===== config.mk =====
export PLATFORM = sky130hd
export DESIGN_NAME = apb_slave
export DESIGN_NICKNAME = d
export VERILOG_FILES = /design/src/rtl/apb_slave.sv
export SDC_FILE = /design/constraint.sdc
export NUM_CORES = 1
export LEC_CHECK = 0
export CORE_MARGIN = 2
export CORE_UTILIZATION = 32
export CTS_BUF_LIST = sky130_fd_sc_hd__clkbuf_8 sky130_fd_sc_hd__clkbuf_16
export CTS_CLUSTER_DIAMETER = 80
export DETAILED_ROUTE_END_ITERATION = 8
export DONT_BUFFER_PORTS = 1
export MAX_ROUTING_LAYER = met4
export PLACE_DENSITY = 0.44
export SYNTH_ARGS = -nofsm -noshare
export SYNTH_HDL_FRONTEND = slang
export SYNTH_SLANG_ARGS = --single-unit
export TNS_END_PERCENT = 10

===== constraint.sdc =====
create_clock -name clk -period 43.4 [get_ports clk]
set_input_delay 4.34 -clock clk [delete_from_list [all_inputs] [get_ports clk]]
set_output_delay 4.34 -clock clk [all_outputs]
set_load 0.01 [all_outputs]

===== src/rtl/apb_slave.sv =====
// -----------------------------------------------------------------------------
// apb_slave
//   APB completer with a word-addressed bank of DEPTH 32-bit registers.
//   A programmable number of wait states is inserted through PREADY, and
//   misaligned or out-of-range addresses complete with PSLVERR.
//
// Ports
//   clk      system clock, rising-edge active
//   reset    asynchronous, active-high reset
//   PSELx    slave select
//   PENABLE  access-phase strobe
//   PADDR    byte address (decoded in the setup phase)
//   PWDATA   write data (sampled at commit)
//   PWRITE   1 = write, 0 = read
//   PREADY   transfer completion, registered, high for one cycle
//   PRDATA   read data, registered, holds until the next read completes
//   PSLVERR  error response, registered, valid with PREADY
//
// States
//   state   | meaning
//   --------+---------------------------------------------------------------
//   ST_IDLE | no transfer; a setup phase loads the counter and the decode
//   ST_WAIT | access phase with PREADY=0, counting down the wait states
//   ST_DONE | PREADY=1 this cycle; next edge commits a write and returns idle
// -----------------------------------------------------------------------------
module apb_slave #(
  parameter int DEPTH       = 16,
  parameter int WAIT_CYCLES = 1,
  parameter int ADDR_W      = $clog2(DEPTH)
) (
  input  logic        clk,
  input  logic        reset,
  input  logic        PSELx,
  input  logic        PENABLE,
  input  logic [31:0] PADDR,
  input  logic [31:0] PWDATA,
  input  logic        PWRITE,
  output logic        PREADY,
  output logic [31:0] PRDATA,
  output logic        PSLVERR
);

  typedef enum logic [1:0] {
    ST_IDLE = 2'd0,
    ST_WAIT = 2'd1,
    ST_DONE = 2'd2
  } state_t;

  localparam logic [3:0] WAIT_LD = 4'(WAIT_CYCLES);

  state_t            state_q, state_d;
  logic [3:0]        cnt_q, cnt_d;
  logic              err_q, err_d;
  logic [ADDR_W-1:0] idx_q, idx_d;

  logic              ready_d;
  logic              slverr_d;
  logic [31:0]       prdata_d;
  logic              enter_done;
  logic              wr_en;

  logic [31:0]       regs [DEPTH];

  // Address decode, only captured while a setup phase is seen in idle.
  logic [ADDR_W-1:0] dec_idx;
  logic              dec_err;

  assign dec_idx = PADDR[ADDR_W+1:2];
  assign dec_err = (PADDR[1:0] != 2'b00) || (PADDR[31:ADDR_W+2] != '0);

  // ---------------------------------------------------------------------------
  // Next-state and output logic
  // ---------------------------------------------------------------------------
  always_comb begin
    state_d    = state_q;
    cnt_d      = cnt_q;
    err_d      = err_q;
    idx_d      = idx_q;
    ready_d    = 1'b0;
    slverr_d   = 1'b0;
    prdata_d   = PRDATA;
    enter_done = 1'b0;
    wr_en      = 1'b0;

    case (state_q)
      ST_IDLE: begin
        if (PSELx && !PENABLE) begin
          cnt_d = WAIT_LD;
          err_d = dec_err;
          idx_d = dec_idx;
          if (WAIT_CYCLES == 0) begin
            state_d    = ST_DONE;
            enter_done = 1'b1;
          end else begin
            state_d = ST_WAIT;
          end
        end
      end

      ST_WAIT: begin
        if (!PSELx) begin
          // Master abandoned the transfer: nothing is written.
          state_d = ST_IDLE;
        end else if (PENABLE) begin
          // The <= guard keeps a corrupted zero count from wrapping to 15.
          if (cnt_q <= 4'd1) begin
            cnt_d      = 4'd0;
            state_d    = ST_DONE;
            enter_done = 1'b1;
          end else begin
            cnt_d = cnt_q - 4'd1;
          end
        end
      end

      ST_DONE: begin
        // PREADY is seen by the master on this edge, so the write lands
        // before any following setup phase can be sampled.
        wr_en   = PSELx && PENABLE && PWRITE && !err_q;
        state_d = ST_IDLE;
      end

      default: begin
        state_d = ST_IDLE;
      end
    endcase

    // Completion response is registered on the edge that enters ST_DONE.
    if (enter_done) begin
      ready_d  = 1'b1;
      slverr_d = err_d;
      if (!PWRITE) begin
        prdata_d = err_d ? 32'h0 : regs[idx_d];
      end
    end
  end

  // ---------------------------------------------------------------------------
  // State and response registers
  // ---------------------------------------------------------------------------
  always_ff @(posedge clk or posedge reset) begin
    if (reset) begin
      state_q <= ST_IDLE;
      cnt_q   <= 4'd0;
      err_q   <= 1'b0;
      idx_q   <= '0;
      PREADY  <= 1'b0;
      PSLVERR <= 1'b0;
      PRDATA  <= 32'h0;
    end else begin
      state_q <= state_d;
      cnt_q   <= cnt_d;
      err_q   <= err_d;
      idx_q   <= idx_d;
      PREADY  <= ready_d;
      PSLVERR <= slverr_d;
      PRDATA  <= prdata_d;
    end
  end

  // ---------------------------------------------------------------------------
  // Register bank
  // ---------------------------------------------------------------------------
  always_ff @(posedge clk or posedge reset) begin
    if (reset) begin
      for (int i = 0; i < DEPTH; i++) begin
        regs[i] <= 32'h0;
      end
    end else if (wr_en) begin
      regs[idx_q] <= PWDATA;
    end
  end

endmodule


==> impl_metrics.toml, run 1 <==
[run_status]
status = "complete, no violations"

[logic_synthesis]
synth.distinct_cells = 42
ys_seq_area_frac = 0.557
dominantRegCellSynth = "dfrtp_1"
synth_area_leader_cell = "dfrtp_1"
synth_top_area_share = 0.557
synth-seq-cells = 557
synth_edf_count = 0
syn-num-nets = 2003
ys_warn_count = 0
netlist_instances = 1932
synth_area_sq_um = 25000
syn_area_per_cell_sq_um = 12.9
async_flop_share = 1.00
ys_top_cells_by_area = "dfrtp_1 (56%), mux2_2 (23%), mux2i_1 (4.5%)"

[die]
die_y_microns = 284
core_sq_um = 77500
die_w_microns = 284
start_util = 0.323
dieArea_sq_um = 80400
rows = 102
ios = 103

[route]
vias_per_cell = 5.27
drcViolationCount = 0
drt_wl_total_microns = 71900
drtIter0Drc = 998
wl_per_cell_microns = 24.3
vias = 15619
drtPass1Iterations = 4
antenna_left = 0

[worst_setup_path]
critical_path_arrival_ns = 7.92
crit_path_max_fanout = 57
cp-start-kind = "input port"
cp.required_ns = 43.85
end_kind = "flip-flop"
reg2reg_slack_ns = 39.13
critPathKind = "input port to flip-flop"

[place]
placed_cell_area_sq_um = 26000
dp.cells = 2853
dp_hpwl_microns = 38100
place_congestion = 0.711
port_buffers = 0

[cells_and_area]
final_cells = 2963
final_cell_mix = "dfrtp_1 (557), mux2_2 (512), nand2_1 (247)"
drive_gt1_frac = 0.362
antennaDiodeCount = 0
final_cell_area_sq_um = 28000
post-route-util = 0.361
final_common_cell = "dfrtp_1"
fin_nets = 1953
area_growth_pct = 11.8

[global_route]
grtUsageTotal = 0.185
grt_pass1_vias = 16260
antenna_found_initial = 1
grt_pass1_wl_microns = 110000
grt-ovfl-total = 0
grt_max_degree = 171

[sta]
tightest_slew_ns = 1.28
fmax_ghz = 0.134
rsz0062_at_grt = "no"
period_needed_ns = 7.46
maxSlewHeadroom = 0.145
finalCritPeriodShare = 0.172
setup_tns_ns = 0
finalMaxSlewViolations = 0
fin_skew_ns = 0.0272
hold_viol = 0
setup_violations = 0

[cts]
cts-resized-gates = 0
cts.sinks = 557
cts_tree = "yes"
root_buffer = "clkbuf_16"
cts_buffers = 67
cts_hold_buf = 0
clk_latency_ns = 0.60
cts_setup_buffers = 0
cts_max_level = 3
cts.clk_slew.worst_paths_ns = 0.05
cts_buffer_depth = 3

[pwr]
power_density_nw_per_um2 = 42.5
p_int_mw = 0.855
cellLeakagePower_nw = 13.3
finalPower_mw = 1.19
vdd_ir_drop_max_uv = 23.4
net-switching-power_mw = 0.333
clockPowerShare = 0.432
comb_power_share = 0.122
seqPwrFrac = 0.446
swShare = 0.280

[hold_path]
hp-class = "flip-flop to flip-flop"

[run]
drv_cap = 0
[cells in the mapped netlist (2+ instances only)]
cell      instances
nand4_1           2
buf_1            29
nand3_1          42
and3_1            3
clkbuf_1         76
nand2b_1          3
mux2i_1         112
a32oi_1          20
buf_4             4
nand2_1         257
a31oi_1          20
nor3b_2           2
buf_6             5
dfrtp_1         557
a21oi_1          69
buf_8             2
nor3b_1           2
mux2_2          512
ha_1              2
o31ai_1          34
nor4_1           29
o21ai_0           4
nor2b_1           3
buf_12            2
o221ai_1         22
nor3_1            5
inv_2             2
buf_2            40
o22ai_1          23
mux4_2           22
nor2_1           12
inv_1             5
[area by class of cell]
type | count | area (sq um)
clock buffer | 76 | 1800
inverter | 9 | 48.8
clock inverter | 34 | 163
tap | 1040 | 1300
timing repair buffer | 39 | 318
sequential | 557 | 13900
multi-input combinational | 1208 | 10400
fill | 7492 | 49500
[worst max-delay path: stages]
cell and delay [ns]:
nor4b_4 0.19, buf_4 0.22, mux2i_4 0.75, buf_4 0.87, buf_4 0.63, mux2i_1 0.29
o22ai_1 0.11, nor4_1 0.31, o31ai_1 0.12
[logic make-up after synthesis]
family                     count (synthesis)  synth area share
adders and majority gates                  2           0.00100
muxes                                    646             0.295
buffers and inverters                    167            0.0317
xor gates and xnor gates                   1          0.000350
AOI/OAI and AO/OA                        192            0.0503
and+or+nand+nor                          367            0.0641
DFF                                      557             0.557
[state kept, by name, indices dropped and copies added, names as in the netlist, named ones only]
signal / flops
idx_q: 4
PSLVERR: 1
state_q: 2
regs: 512
cnt_q: 4
PREADY: 1
PRDATA: 32
[power by group through the flow]
| stage | Sequential (mW) | Clock [mW] | Combinational (mW) |
|---|---|---|---|
| CTS | 0.530 | 0.530 | 0.148 |
| detailed placement | 0.539 | 0 | 0.148 |
| global placement | 0.539 | 0 | 0.147 |
| finish | 0.530 | 0.513 | 0.145 |
| global route | 0.530 | 0.552 | 0.156 |
| floorplan | 0.536 | 0 | 0.102 |
[routing by layer]
metal / GRT usage / vias up / share of wire
li1: - / 6847 / -
met1: 0.247 / 8441 / 0.47
met2: 0.293 / 250 / 0.47
met3: 0.0326 / 81 / 0.043
met4: 0.0463 / 0 / 0.016
met5: - / - / 0
[path summary, 6_finish.rpt]
path	start	end	depth (start not counted)
worst max-delay path	PENABLE	PRDATA[26]$_DFFE_PP0P_	9
worst min-delay path	regs[58]$_DFFE_PP0P_	regs[58]$_DFFE_PP0P_	1
worst max register to register	state_q[0]$_DFFE_PP0P_	PRDATA[26]$_DFFE_PP0P_	9
worst min register to register	regs[58]$_DFFE_PP0P_	regs[58]$_DFFE_PP0P_	1
max in group asynchronous	reset	regs[500]$_DFFE_PP0P_	3
min in group asynchronous	reset	regs[268]$_DFFE_PP0P_	1
[per-stage QoR]
| step | setup WS [ns] | hold WS, ns |
|---|---|---|
| 6_report | 35.94 | 0.500 |
| 3_5_place_dp | 35.30 | 0.490 |
| 5_1_grt | 35.72 | 0.509 |
| 4_1_cts | 35.94 | 0.503 |
| 2_1_floorplan | 23.48 | 0.464 |
| 3_3_place_gp | 35.41 | 0.483 |
No activity file was read; power rests on OpenSTA's default activity.
==> run 2, diff against run 1 <==
--- a/config.mk
+++ b/config.mk
@@ -12,7 +12,7 @@
 export DETAILED_ROUTE_END_ITERATION = 8
 export DONT_BUFFER_PORTS = 1
 export MAX_ROUTING_LAYER = met4
-export PLACE_DENSITY = 0.44
+export PLACE_DENSITY = 0.45
 export SYNTH_ARGS = -nofsm -noshare
 export SYNTH_HDL_FRONTEND = slang
 export SYNTH_SLANG_ARGS = --single-unit
==> constraint.sdc (replaced) <==
create_clock -name clk -period 6.4 [get_ports clk]
set_input_delay 0.64 -clock clk [delete_from_list [all_inputs] [get_ports clk]]
set_output_delay 0.64 -clock clk [all_outputs]
set_load 0.01 [all_outputs]
==> impl_metrics.toml, run 2 (synthesized netlist as in run 1, its figures left out) <==
[cells_and_area]
register_area_sq_um = 13900
area_growth_pct = 12.3
multiInputGateArea_sq_um = 10400
final_common_cell = "dfrtp_1"
num-fill-cells = 7559
final_cell_area_sq_um = 28100
largest_reg_flops = 512
largestRegisters = "regs: 512 flops, PRDATA: 32 flops"
final_cell_mix = "dfrtp_1 (557), mux2_2 (512), nand2_1 (247)"
top_register = "regs"
fin_nets = 1952
antennaDiodeCount = 0
drive_gt1_frac = 0.366

[route]
wl_per_cell_microns = 24.4
vias = 15674
drcViolationCount = 0
drt_wl_total_microns = 72400
vias_per_cell = 5.29
drtIter0Drc = 887
antenna_left = 0
drtPass1Iterations = 4

[pwr]
vdd_ir_drop_max_uv = 256
cellLeakagePower_nw = 13.3
power_density_nw_per_um2 = 290
finalPower_mw = 8.14

[place]
placed_cell_area_sq_um = 26100
dp_hpwl_microns = 39000
port_buffers = 0
place_congestion = 0.736
place_ws_ns = 2.59

[die]
dieArea_sq_um = 80400
die_y_microns = 284
core_sq_um = 77500
start_util = 0.323
die_w_microns = 284
rows = 102
ios = 103

[sta]
finalCritPeriodShare = 0.574
maxSlewHeadroom = 0.281
tightest_slew_ns = 1.08
hold_viol = 0
fmax_ghz = 0.272
fin_skew_ns = 0.0177
setup_slack_ns = 2.72
finalMaxSlewViolations = 0
rsz0062_at_grt = "no"
period_needed_ns = 3.68
setup_violations = 0

[cts]
cts.sinks = 557
cts_hold_buf = 0
cts_setup_buffers = 0
cts_buffers = 61
root_buffer = "clkbuf_16"
clk_latency_ns = 0.62
cts_max_level = 2
cts_tree = "yes"
cts_buffer_depth = 3
cts.clk_slew.worst_paths_ns = 0.06
cts-resized-gates = 0

[worst_setup_path]
end_kind = "flip-flop"
cp-start-kind = "flip-flop"
critPathKind = "flip-flop to flip-flop"
cp.required_ns = 6.88
critical_path_arrival_ns = 4.15
crit_path_max_fanout = 27
reg2reg_depth = 10

[hold_path]
hp-class = "input port to async pin"

[run_status]
status = "complete, no violations"

[global_route]
grt_pass1_wl_microns = 110000
grt-ovfl-total = 0
antenna_found_initial = 0
grt_max_degree = 145
grtUsageTotal = 0.185
grt_pass1_vias = 16433

[run]
drv_cap = 0
==> run 2: cell types whose count changed in the layout (fill, tap and decap cells not counted), sizes merged <==
cell and delta:
inv -10, bufinv +2, buf +5, clkinv -4, clkbuf +9
==> run 2: final timing paths <==
kind	from	to	slack (ns)
worst max-delay path	state_q[0]$_DFFE_PP0P_	PRDATA[25]$_DFFE_PP0P_	2.72
worst min-delay path	reset	regs[81]$_DFFE_PP0P_	0.05
worst max register to register	state_q[0]$_DFFE_PP0P_	PRDATA[25]$_DFFE_PP0P_	2.72
worst min register to register	regs[28]$_DFFE_PP0P_	regs[28]$_DFFE_PP0P_	0.50
max in group asynchronous	reset	regs[509]$_DFFE_PP0P_	4.76
min in group clk	PENABLE	state_q[0]$_DFFE_PP0P_	0.11
==> run 2: layout make-up <==
class                   count  share of cell area
repair buffers             44              0.0135
well taps                1040              0.0463
clock buffers              85              0.0669
flip-flops and latches    557               0.496
clock inverters            22             0.00548
inverters                   9             0.00160
multi-input cells        1208               0.370
==> run 2: power by group <==
group	internal, mW	switching (mW)	total (mW)
logic	0.263	0.741	1.00
clock network	2.10	1.45	3.55
registers	3.55	0.0438	3.59
total	5.91	2.24	8.14
==> run 2: per-stage QoR <==
| stage | instances | setup TNS, ns | hold WS [ns] | utilization |
|---|---|---|---|---|
| 2_1_floorplan | 1932 | -1014.72 | 0.464 | - |
| 3_3_place_gp | 2858 | 0 | 0.483 | 0.336 |
| 3_5_place_dp | 2858 | 0 | 0.491 | 0.336 |
| 4_1_cts | 2965 | 0 | 0.0433 | 0.363 |
| 5_1_grt | 2965 | 0 | 0.0878 | 0.363 |
| 6_report | 2965 | 0 | 0.0523 | 0.363 |
==> run 2: critical path: stages (launching register included) <==
cell and delay, ns:
dfrtp_1 0.48, nor4b_4 0.27, buf_4 0.23, mux2i_1 0.63, clkinv_1 0.17, buf_4 0.34
nand2_1 0.57, buf_4 0.40, a21oi_1 0.07, nor4_1 0.23, o31ai_1 0.12
==> run 2: per-layer routing <==
metal	up-vias	GRT usage	part of all wire
met5	-	-	0
met4	0	0.0407	0.018
met3	94	0.0349	0.047
met2	277	0.293	0.47
met1	8443	0.248	0.46
li1	6860	-	-
